File: src/rtl/bpu_pkg.sv
// bpu_pkg: encodings shared by the branch predictor top and its update sequencer.
// Holds the update FSM state encoding, branch kind constants and the bit
// offsets of the fields inside the packed 128-bit update record.
package bpu_pkg;

    typedef enum logic [1:0] {
        INIT  = 2'd0,
        RUN   = 2'd1,
        DRAIN = 2'd2
    } upd_state_e;

    typedef enum logic [2:0] {
        NOT_JUMP      = 3'd0,
        DIRECT_JUMP   = 3'd1,
        JUMP          = 3'd2,
        CALL          = 3'd3,
        RET           = 3'd4,
        INDIRECT_JUMP = 3'd5,
        OTHER_JUMP    = 3'd6
    } br_kind_e;

    // Update record layout, LSB first; fills exactly 128 bits.
    localparam int REC_PC_LSB          = 0;
    localparam int REC_NPC_LSB         = 32;
    localparam int REC_RET_PC_LSB      = 64;
    localparam int REC_KIND_LSB        = 96;
    localparam int REC_TAKEN_BIT       = 99;
    localparam int REC_MIS_BIT         = 100;
    localparam int REC_BH_LSB          = 101;
    localparam int REC_BH_W            = 16;
    localparam int REC_CHOICE_REAL_BIT = 117;
    localparam int REC_CHOICE_PDC_BIT  = 118;
    localparam int REC_PDCH_LSB        = 119;
    localparam int REC_PDCH_W          = 9;

endpackage

File: src/rtl/bpu_upd_fifo.sv
// bpu_upd_fifo: synchronous FIFO buffering predictor update records.
// Ports: clk/rstn (sync, active-low); push/push_rec write the tail when not
// full; pop advances the head when not empty; head is the oldest record;
// full/empty flags; count is the number of stored records.
module bpu_upd_fifo #(
    parameter int REC_W = 128,
    parameter int DEPTH = 4,
    localparam int AW = $clog2(DEPTH)
) (
    input  logic             clk,
    input  logic             rstn,
    input  logic             push,
    input  logic [REC_W-1:0] push_rec,
    input  logic             pop,
    output logic [REC_W-1:0] head,
    output logic             full,
    output logic             empty,
    output logic [AW:0]      count
);

    logic [REC_W-1:0] mem_q [DEPTH];
    logic [AW:0]      wptr_q;
    logic [AW:0]      rptr_q;

    // Pointers carry an extra wrap bit so full and empty are distinguishable.
    assign full  = (wptr_q[AW] != rptr_q[AW]) && (wptr_q[AW-1:0] == rptr_q[AW-1:0]);
    assign empty = wptr_q == rptr_q;
    assign count = wptr_q - rptr_q;
    assign head  = mem_q[rptr_q[AW-1:0]];

    always_ff @(posedge clk) begin
        if (push && !full) mem_q[wptr_q[AW-1:0]] <= push_rec;
    end

    always_ff @(posedge clk) begin
        if (!rstn) begin
            wptr_q <= '0;
            rptr_q <= '0;
        end else begin
            if (push && !full) wptr_q <= wptr_q + 1'b1;
            if (pop && !empty) rptr_q <= rptr_q + 1'b1;
        end
    end

endmodule

File: src/rtl/bpu_update_ctrl.sv
// bpu_update_ctrl: sequencer for the branch predictor's single update port.
// Ports: clk/rstn (sync, active-low); ex_valid/ex_rec/ex_ready accept
// resolved-branch records from EX; flush_req requests a table re-clear;
// upd_stall holds issue; upd_en/upd_rec drive the predictor update;
// init_we/init_idx sweep-clear all tables; busy flags INIT/DRAIN;
// occupancy is the buffered record count; upd_cnt counts issued updates.
module bpu_update_ctrl
    import bpu_pkg::*;
#(
    parameter int K_WIDTH = 14,
    parameter int REC_W   = 128,
    parameter int DEPTH   = 4,
    localparam int CW = $clog2(DEPTH) + 1
) (
    input  logic               clk,
    input  logic               rstn,
    input  logic               ex_valid,
    input  logic [REC_W-1:0]   ex_rec,
    output logic               ex_ready,
    input  logic               flush_req,
    input  logic               upd_stall,
    output logic               upd_en,
    output logic [REC_W-1:0]   upd_rec,
    output logic               init_we,
    output logic [K_WIDTH-1:0] init_idx,
    output logic               busy,
    output logic [CW-1:0]      occupancy,
    output logic [31:0]        upd_cnt
);

    upd_state_e         state_q;
    logic [K_WIDTH-1:0] idx_q;
    logic [31:0]        cnt_q;
    logic               full;
    logic               empty;

    // Readiness ignores the same-cycle pop: a full FIFO never pushes through.
    assign ex_ready = !full && state_q != DRAIN;
    assign upd_en   = state_q != INIT && !empty && !upd_stall;
    assign init_we  = state_q == INIT;
    assign init_idx = idx_q;
    assign busy     = state_q != RUN;
    assign upd_cnt  = cnt_q;

    bpu_upd_fifo #(.REC_W(REC_W), .DEPTH(DEPTH)) u_fifo (
        .clk      (clk),
        .rstn     (rstn),
        .push     (ex_valid && ex_ready),
        .push_rec (ex_rec),
        .pop      (upd_en),
        .head     (upd_rec),
        .full     (full),
        .empty    (empty),
        .count    (occupancy)
    );

    always_ff @(posedge clk) begin
        if (!rstn) begin
            state_q <= INIT;
            idx_q   <= '0;
            cnt_q   <= '0;
        end else begin
            if (upd_en) cnt_q <= cnt_q + 32'd1;
            case (state_q)
                INIT: begin
                    // A flush mid-sweep, even on the last index, restarts at 0.
                    idx_q <= (flush_req || &idx_q) ? '0 : idx_q + 1'b1;
                    if (!flush_req && &idx_q) state_q <= RUN;
                end
                RUN: if (flush_req) state_q <= DRAIN;
                DRAIN: if (empty) begin
                    state_q <= INIT;
                    idx_q   <= '0;
                end
                default: state_q <= INIT;
            endcase
        end
    end

endmodule
File: config.mk
export PLATFORM = sky130hd
export DESIGN_NAME = bpu_update_ctrl
export DESIGN_NICKNAME = d
export VERILOG_FILES = /design/src/rtl/bpu_pkg.sv /design/src/rtl/bpu_upd_fifo.sv /design/src/rtl/bpu_update_ctrl.sv
export SDC_FILE = /design/constraint.sdc
export NUM_CORES = 1
export LEC_CHECK = 0
export CAP_MARGIN = 5
export CORE_MARGIN = 8
export CORE_UTILIZATION = 54
export DETAILED_ROUTE_END_ITERATION = 7
export HOLD_SLACK_MARGIN = 0.12
export PLACE_DENSITY = 0.85
export SLEW_MARGIN = 20
export SYNTH_ARGS = -nofsm -noshare
export SYNTH_HDL_FRONTEND = slang
export SYNTH_HIERARCHICAL = 1
export SYNTH_SLANG_ARGS = --single-unit
File: constraint.sdc
create_clock -name clk -period 7.2 [get_ports clk]
set_clock_uncertainty 0.05 [all_clocks]
set_input_delay 1.44 -clock clk [delete_from_list [all_inputs] [get_ports clk]]
set_output_delay 1.44 -clock clk [all_outputs]
set_load 0.005 [all_outputs]
==> flow_summary.toml, run 1 <==
[status]
status = "finished, final reports clean"

[yosys]
ys_seq_area_frac = 0.7665
ys_warn_count = 6
syn_nets = 1162
synth_cells = 1019
synth_edf_count = 512
synth-async-reset-ratio = 0
synth_cell_types = 56
synthesis.area_mm2 = 0.02152
synth_ff_type = "edfxtp_1"
synth_seq_cells = 568
syn_area_per_cell_um2 = 21.12

[pwr]
power_frac_comb = 0.126
power.internal_mw = 6.220
power_density_mw_per_mm2 = 298.6
clock_power_share = 0.354
p_sw_mw = 1.813
leakagePower_nw = 8.505
peakVddDrop_uv = 179.6
p_seq_frac = 0.520
p_sw_frac = 0.2257

[worst_setup_path]
crit_type = "reg2out"
reg2reg_depth = 9
crit_arrival_ns = 3.42
rr_endpoint = "u_fifo/mem_q[2][50]"
crit_required_ns = 5.71
r2r_start = "u_fifo/wptr_q[0]"
regToRegSetupSlack_ns = 3.18
max_stage_delay_ns = 0.98
end_kind = "primary output"
crit_family = "buffers and inverters"
critPathLaunchType = "register"
cp_max_fo = 64
crit_chain = "buf_4 > mux4_2 > clkdlybuf4s50_1"
worst_path_max_delay_cell = "dfxtp_4"
cp.buffers_inverters = 2

[grt]
grt_pass1_wl_um = 73130
grt_usage = 0.2066
antenna_found_initial = 12
overflow = 0
grt_pass1_vias = 11731
grt_max_degree = 87

[routing]
avgRoutedWirePerCell_um = 25.40
drt_pass1_iterations = 5
drt_iter0_drc = 934
wl_um = 48910
drc = 0
vias = 11292
ant_nets = 0
post_drt_via_cell_ratio = 5.863

[clock_tree]
cts_setup_buffers = 0
clkTransAtPathRegs_ns = 0.06
cts_tree = "yes"
cts_root_buffer = "clkbuf_16"
cts_resized = 0
cts.sinks = 568
cts_buffers = 54
clk-insertion-delay-late_ns = 0.59
cts_max_level = 2
hold_buffers = 0
clockBufferDepth = 3

[timing]
maxSlewViolCount = 0
max_freq_ghz = 0.2039
holdWs_ns = 0.4426
tightest_slew_ns = 1.069
finalHoldViolations = 0
final-setup-viol-count = 0
relSlewSlack = 0.2872
min_period_ns = 4.906
finalCritPeriodShare = 0.6813
rsz0062_at_grt = "no"
setup_tns_ns = 0

[floorplan]
start_util = 0.5442
num_rows = 73
ioPinCount = 314
die_width_um = 215.6
core_area_mm2 = 0.03955
dieArea_mm2 = 0.04650
die_y_um = 215.6

[finish]
synthToLayoutAreaGrowth_pct = 25.00
fin_nets = 1502
design_area_mm2 = 0.02690
final_layout_size_suffix_gt1_frac = 0.1738
n_fill_cell = 2450

[placed_design]
io_buffers = 313
gp_congestion = 0.8631
post_dp_cell_area_mm2 = 0.02508
place_hpwl_um = 28950

[min_path]
min_path_type = "reg2reg"
min_to = "upd_cnt[31]"
holdCritStartpoint = "upd_cnt[31]"
worstHoldPathCells = 2

[job]
max_cap_viol_count = 0
power by group through the flow:
stage	clock network [mW]	registers, mW	logic (mW)
2_1_floorplan	0	4.24	0.411
3_3_place_gp	0	4.19	1.00
3_5_place_dp	0	4.22	1.02
4_1_cts	2.91	4.18	1.03
5_1_grt	3.02	4.21	1.07
6_report	2.85	4.18	1.01
kinds of logic (layout without fill, tap and decap cells):
family | Yosys count | count (layout) | share of synthesized area
xor gates and xnor gates | 23 | 23 | 0.009360
buffers and inverters | 60 | 439 | 0.02110
muxes | 134 | 134 | 0.1368
AOI/OAI and AO/OA | 54 | 54 | 0.01541
other | 0 | 3 | 0
adders and majority gates | 10 | 10 | 0.006163
and+or+nand+nor | 170 | 170 | 0.04471
DFF | 568 | 568 | 0.7665
through the flow:
step           std cells  setup WS, ns  utilization  power (mW)
2_1_floorplan       1019         1.883            -       4.649
3_3_place_gp        1828         2.901       0.6342       5.192
3_5_place_dp        1828         2.897       0.6342       5.241
4_1_cts             1923         2.266       0.6801       8.121
5_1_grt             1926         2.162       0.6802       8.301
6_report            1926         2.294       0.6802       8.033
flip-flops by register name, indices dropped and copies added (netlist names), named ones only:
signal	count
u_fifo/wptr_q	3
init_idx	14
u_fifo/mem_q	512
state_q	2
u_fifo/rptr_q	3
upd_cnt	32
cell usage in the layout (no fill, tap or decap), types with 12 or more instances in the layout:
cell type / n
a21oi_1: 15
clkbuf_16: 55
clkdlybuf4s50_1: 313
clkinv_2: 12
dfxtp_1: 54
edfxtp_1: 512
inv_1: 19
mux4_2: 128
nand2_1: 22
nand3_1: 22
nand4_1: 16
nor2_1: 33
nor4_1: 14
o21ai_0: 17
xnor2_1: 20
cell type report:
cell class | instances | area [um2] | share of cell area
Sequential cell | 568 | 16500 | 0.6134
Tap cell | 525 | 656.9 | 0.02442
Timing Repair Buffer | 324 | 3266 | 0.1214
Inverter | 20 | 75.07 | 0.002790
Antenna cell | 3 | 7.507 | 0.0002790
Clock buffer | 63 | 1416 | 0.05265
Clock inverter | 32 | 396.6 | 0.01474
Multi-Input combinational cell | 391 | 4582 | 0.1703
per-layer routing:
layer  share of wire  vias up  track usage
met5          0.0024        -            0
met4           0.028       18      0.06900
met3           0.091       93      0.06378
met2            0.50      525       0.3440
met1            0.37     5767       0.2560
li1                -     4889            -
worst max-delay path by stage:
stage,slack (ns),endpoint,cells past startpoint
3_5_place_dp,2.90,upd_rec[21],3
3_3_place_gp,2.90,upd_rec[21],3
6_report,2.29,upd_rec[115],3
5_1_grt,2.16,upd_rec[86],3
2_1_floorplan,1.88,u_fifo/mem_q[2][0],3
4_1_cts,2.27,upd_rec[115],3
worst min-delay path, cell delays in order, from the launching register on:
cell	delay (ns)
dfxtp_1	0.31
o21ai_0	0.07
a21oi_1	0.06
Yosys cell counts (2+ instances only):
library cell,number,share of area
nor3_1,10,0.0023
nand4b_1,2,0.00081
edfxtp_1,512,0.71
dfxtp_1,56,0.052
ha_1,9,0.0052
o31ai_1,3,0.0010
nor2_1,33,0.0058
inv_1,19,0.0033
and3_2,2,0.00070
o21ai_0,17,0.0040
nor4_1,14,0.0041
and4_1,4,0.0016
or2_2,2,0.00058
xnor2_1,20,0.0081
or3_1,10,0.0029
buf_6,4,0.0021
and4_2,4,0.0019
and2_1,6,0.0017
nand2b_1,2,0.00058
a21oi_1,15,0.0035
mux4_2,128,0.13
nand4_1,16,0.0047
buf_2,18,0.0042
nor2b_1,2,0.00058
o21bai_1,2,0.00070
and3_1,5,0.0015
and3b_1,2,0.00081
nand2_1,22,0.0038
a21o_1,6,0.0021
or4_1,3,0.0010
nand3_1,22,0.0051
a31oi_1,2,0.00058
nand3b_1,4,0.0014
o311ai_1,2,0.00081
xor2_1,3,0.0012
mux2i_1,5,0.0023
buf_12,10,0.0093
clkbuf_1,5,0.00087
No activity file was read; power rests on OpenSTA's default activity.
==> run 2, diff against run 1 <==
--- a/config.mk
+++ b/config.mk
@@ -7,10 +7,10 @@
 export LEC_CHECK = 0
 export CAP_MARGIN = 5
 export CORE_MARGIN = 8
-export CORE_UTILIZATION = 54
+export CORE_UTILIZATION = 49
 export DETAILED_ROUTE_END_ITERATION = 7
 export HOLD_SLACK_MARGIN = 0.12
-export PLACE_DENSITY = 0.85
+export PLACE_DENSITY = 0.82
 export SLEW_MARGIN = 20
 export SYNTH_ARGS = -nofsm -noshare
 export SYNTH_HDL_FRONTEND = slang
==> constraint.sdc (replaced) <==
create_clock -name clk -period 4.2 [get_ports clk]
set_clock_uncertainty 0.05 [all_clocks]
set_input_delay 0.84 -clock clk [delete_from_list [all_inputs] [get_ports clk]]
set_output_delay 0.84 -clock clk [all_outputs]
set_load 0.005 [all_outputs]
==> run 2 against run 1 <==
Net effect: sequential share of layout area decreased by 0.55 points; critical path depth increased by 4; non-clock buffer count increased by 12; register-to-register slack got worse by 2.2 ns; count of clock-buffer cells in the layout unchanged; design area increased by 0.91%; clock power increased by 67%; first-iteration DRC count increased by 3.1%; core utilization decreased by 5.1 points; critical endpoint is now upd_en; largest power group unchanged.
==> flow_summary.toml, run 2 (synthesis gave the netlist of run 1 again) <==
[timing]
maxSlewViolCount = 0
relSlewSlack = 0.5625
setup_tns_ns = 0
max_freq_ghz = 0.2626
finalHoldViolations = 0
finalWorstSetupSlack_ns = 0.3914
final-setup-viol-count = 0
finalCritPeriodShare = 0.9068
rsz0062_at_grt = "no"
tightest_slew_ns = 0.6502
min_period_ns = 3.809

[clock_tree]
cts_setup_buffers = 0
cts.sinks = 568
cts_resized = 0
cts_root_buffer = "clkbuf_16"
clk-insertion-delay-late_ns = 0.60
hold_buffers = 0
clkTransAtPathRegs_ns = 0.06
clockBufferDepth = 3
cts_tree = "yes"
cts_buffers = 55
cts_max_level = 2

[min_path]
worstHoldPathCells = 1
holdCritStartpoint = "init_idx[7]"
min_path_type = "reg2reg"
min_to = "init_idx[7]"

[worst_setup_path]
crit_required_ns = 3.31
r2r_start = "u_fifo/wptr_q[0]"
critPathLaunchType = "register"
crit_chain = "inv_1 > ha_1 > nand2_1 > nor2b_1 > nor3_1 > buf_4 > clkdlybuf4s50_1"
max_stage_delay_ns = 0.52
cp.depth = 7
rr_endpoint = "upd_cnt[31]"
crit_type = "reg2out"
regToRegSetupSlack_ns = 0.98
crit_arrival_ns = 2.92
worst_path_max_delay_cell = "clkdlybuf4s50_1"
cp_max_fo = 13
cp.buffers_inverters = 3
crit_family = "buffers and inverters"
end_kind = "primary output"
reg2reg_depth = 9

[grt]
grt_pass1_vias = 11548
overflow = 0
met2_usage = 0.3102
grt_max_degree = 65
grt_usage = 0.1837
grt_use_met3 = 0.06279
antenna_found_initial = 7
grt_pass1_wl_um = 70850
use_met1 = 0.2270
grt.busiest_layer = "met2"

[floorplan]
start_util = 0.4985
die_width_um = 225.6
ioPinCount = 314
core_area_mm2 = 0.04317
num_rows = 76
dieArea_mm2 = 0.05088
die_y_um = 225.6

[routing]
post_drt_via_cell_ratio = 5.555
wl_um = 47260
avgRoutedWirePerCell_um = 23.58
drc = 0
drt_iter0_drc = 963
vias = 11133
ant_nets = 0
drt_pass1_iterations = 7

[finish]
final_cell_mix = "edfxtp_1 (512), clkdlybuf4s50_1 (313), mux4_2 (128)"
final_layout_size_suffix_gt1_frac = 0.1770
layout_commonest_cell = "edfxtp_1"
fin_nets = 1515
synthToLayoutAreaGrowth_pct = 26.14
design_area_mm2 = 0.02715
largest_register_ff_count = 512

[pwr]
peakVddDrop_uv = 317.3
power_density_mw_per_mm2 = 503.5
leakagePower_nw = 8.558

[placed_design]
gp_congestion = 0.8510
place_hpwl_um = 30500
dpl_worst_slack_ns = 1.009
post_dp_cell_area_mm2 = 0.02537
io_buffers = 313

[status]
status = "finished, final reports clean"

[job]
max_cap_viol_count = 0
[run 2: how the worst max path moves through the flow]
stage	start	end	slack [ns]
2_1_floorplan	u_fifo/wptr_q[0]	u_fifo/mem_q[0][0]	0.41
3_5_place_dp	u_fifo/wptr_q[0]	upd_cnt[31]	1.01
3_3_place_gp	register	upd_rec[50]	1.08
4_1_cts	u_fifo/wptr_q[0]	upd_en	0.35
6_report	u_fifo/wptr_q[0]	upd_en	0.39
5_1_grt	u_fifo/wptr_q[0]	upd_en	0.13
[run 2: layer usage]
metal | up-vias | routed length, um
met5 | - | 80
li1 | 4937 | -
met4 | 12 | 806
met2 | 399 | 23980
met1 | 5720 | 18240
met3 | 65 | 4153
[run 2: report_power, final]
part | switching [mW] | internal, mW | total (mW)
sequential | 0.167 | 6.96 | 7.12
clock | 2.04 | 2.73 | 4.76
combinational | 0.898 | 0.886 | 1.78
total | 3.10 | 10.6 | 13.7
[run 2: final cells by class]
| class | instances | area, um2 |
|---|---|---|
| Antenna cell | 1 | 2.502 |
| Clock buffer | 63 | 1406 |
| Clock inverter | 40 | 365.4 |
| Fill cell | 3012 | 16020 |
| Inverter | 20 | 75.07 |
| Multi-Input combinational cell | 391 | 4582 |
| Sequential cell | 568 | 16500 |
| Tap cell | 585 | 732.0 |
| Timing Repair Buffer | 336 | 3481 |
[run 2: through the flow]
step,util,cells,hold slack [ns],power [mW]
after global routing,0.6288,2004,0.4784,14.15
after global placement,0.5877,1900,0.4194,8.960
after detailed placement,0.5877,1900,0.4331,9.045
after floorplan,-,1019,0.4217,7.913
after CTS,0.6288,2003,0.4480,13.83
final,0.6288,2004,0.4533,13.67
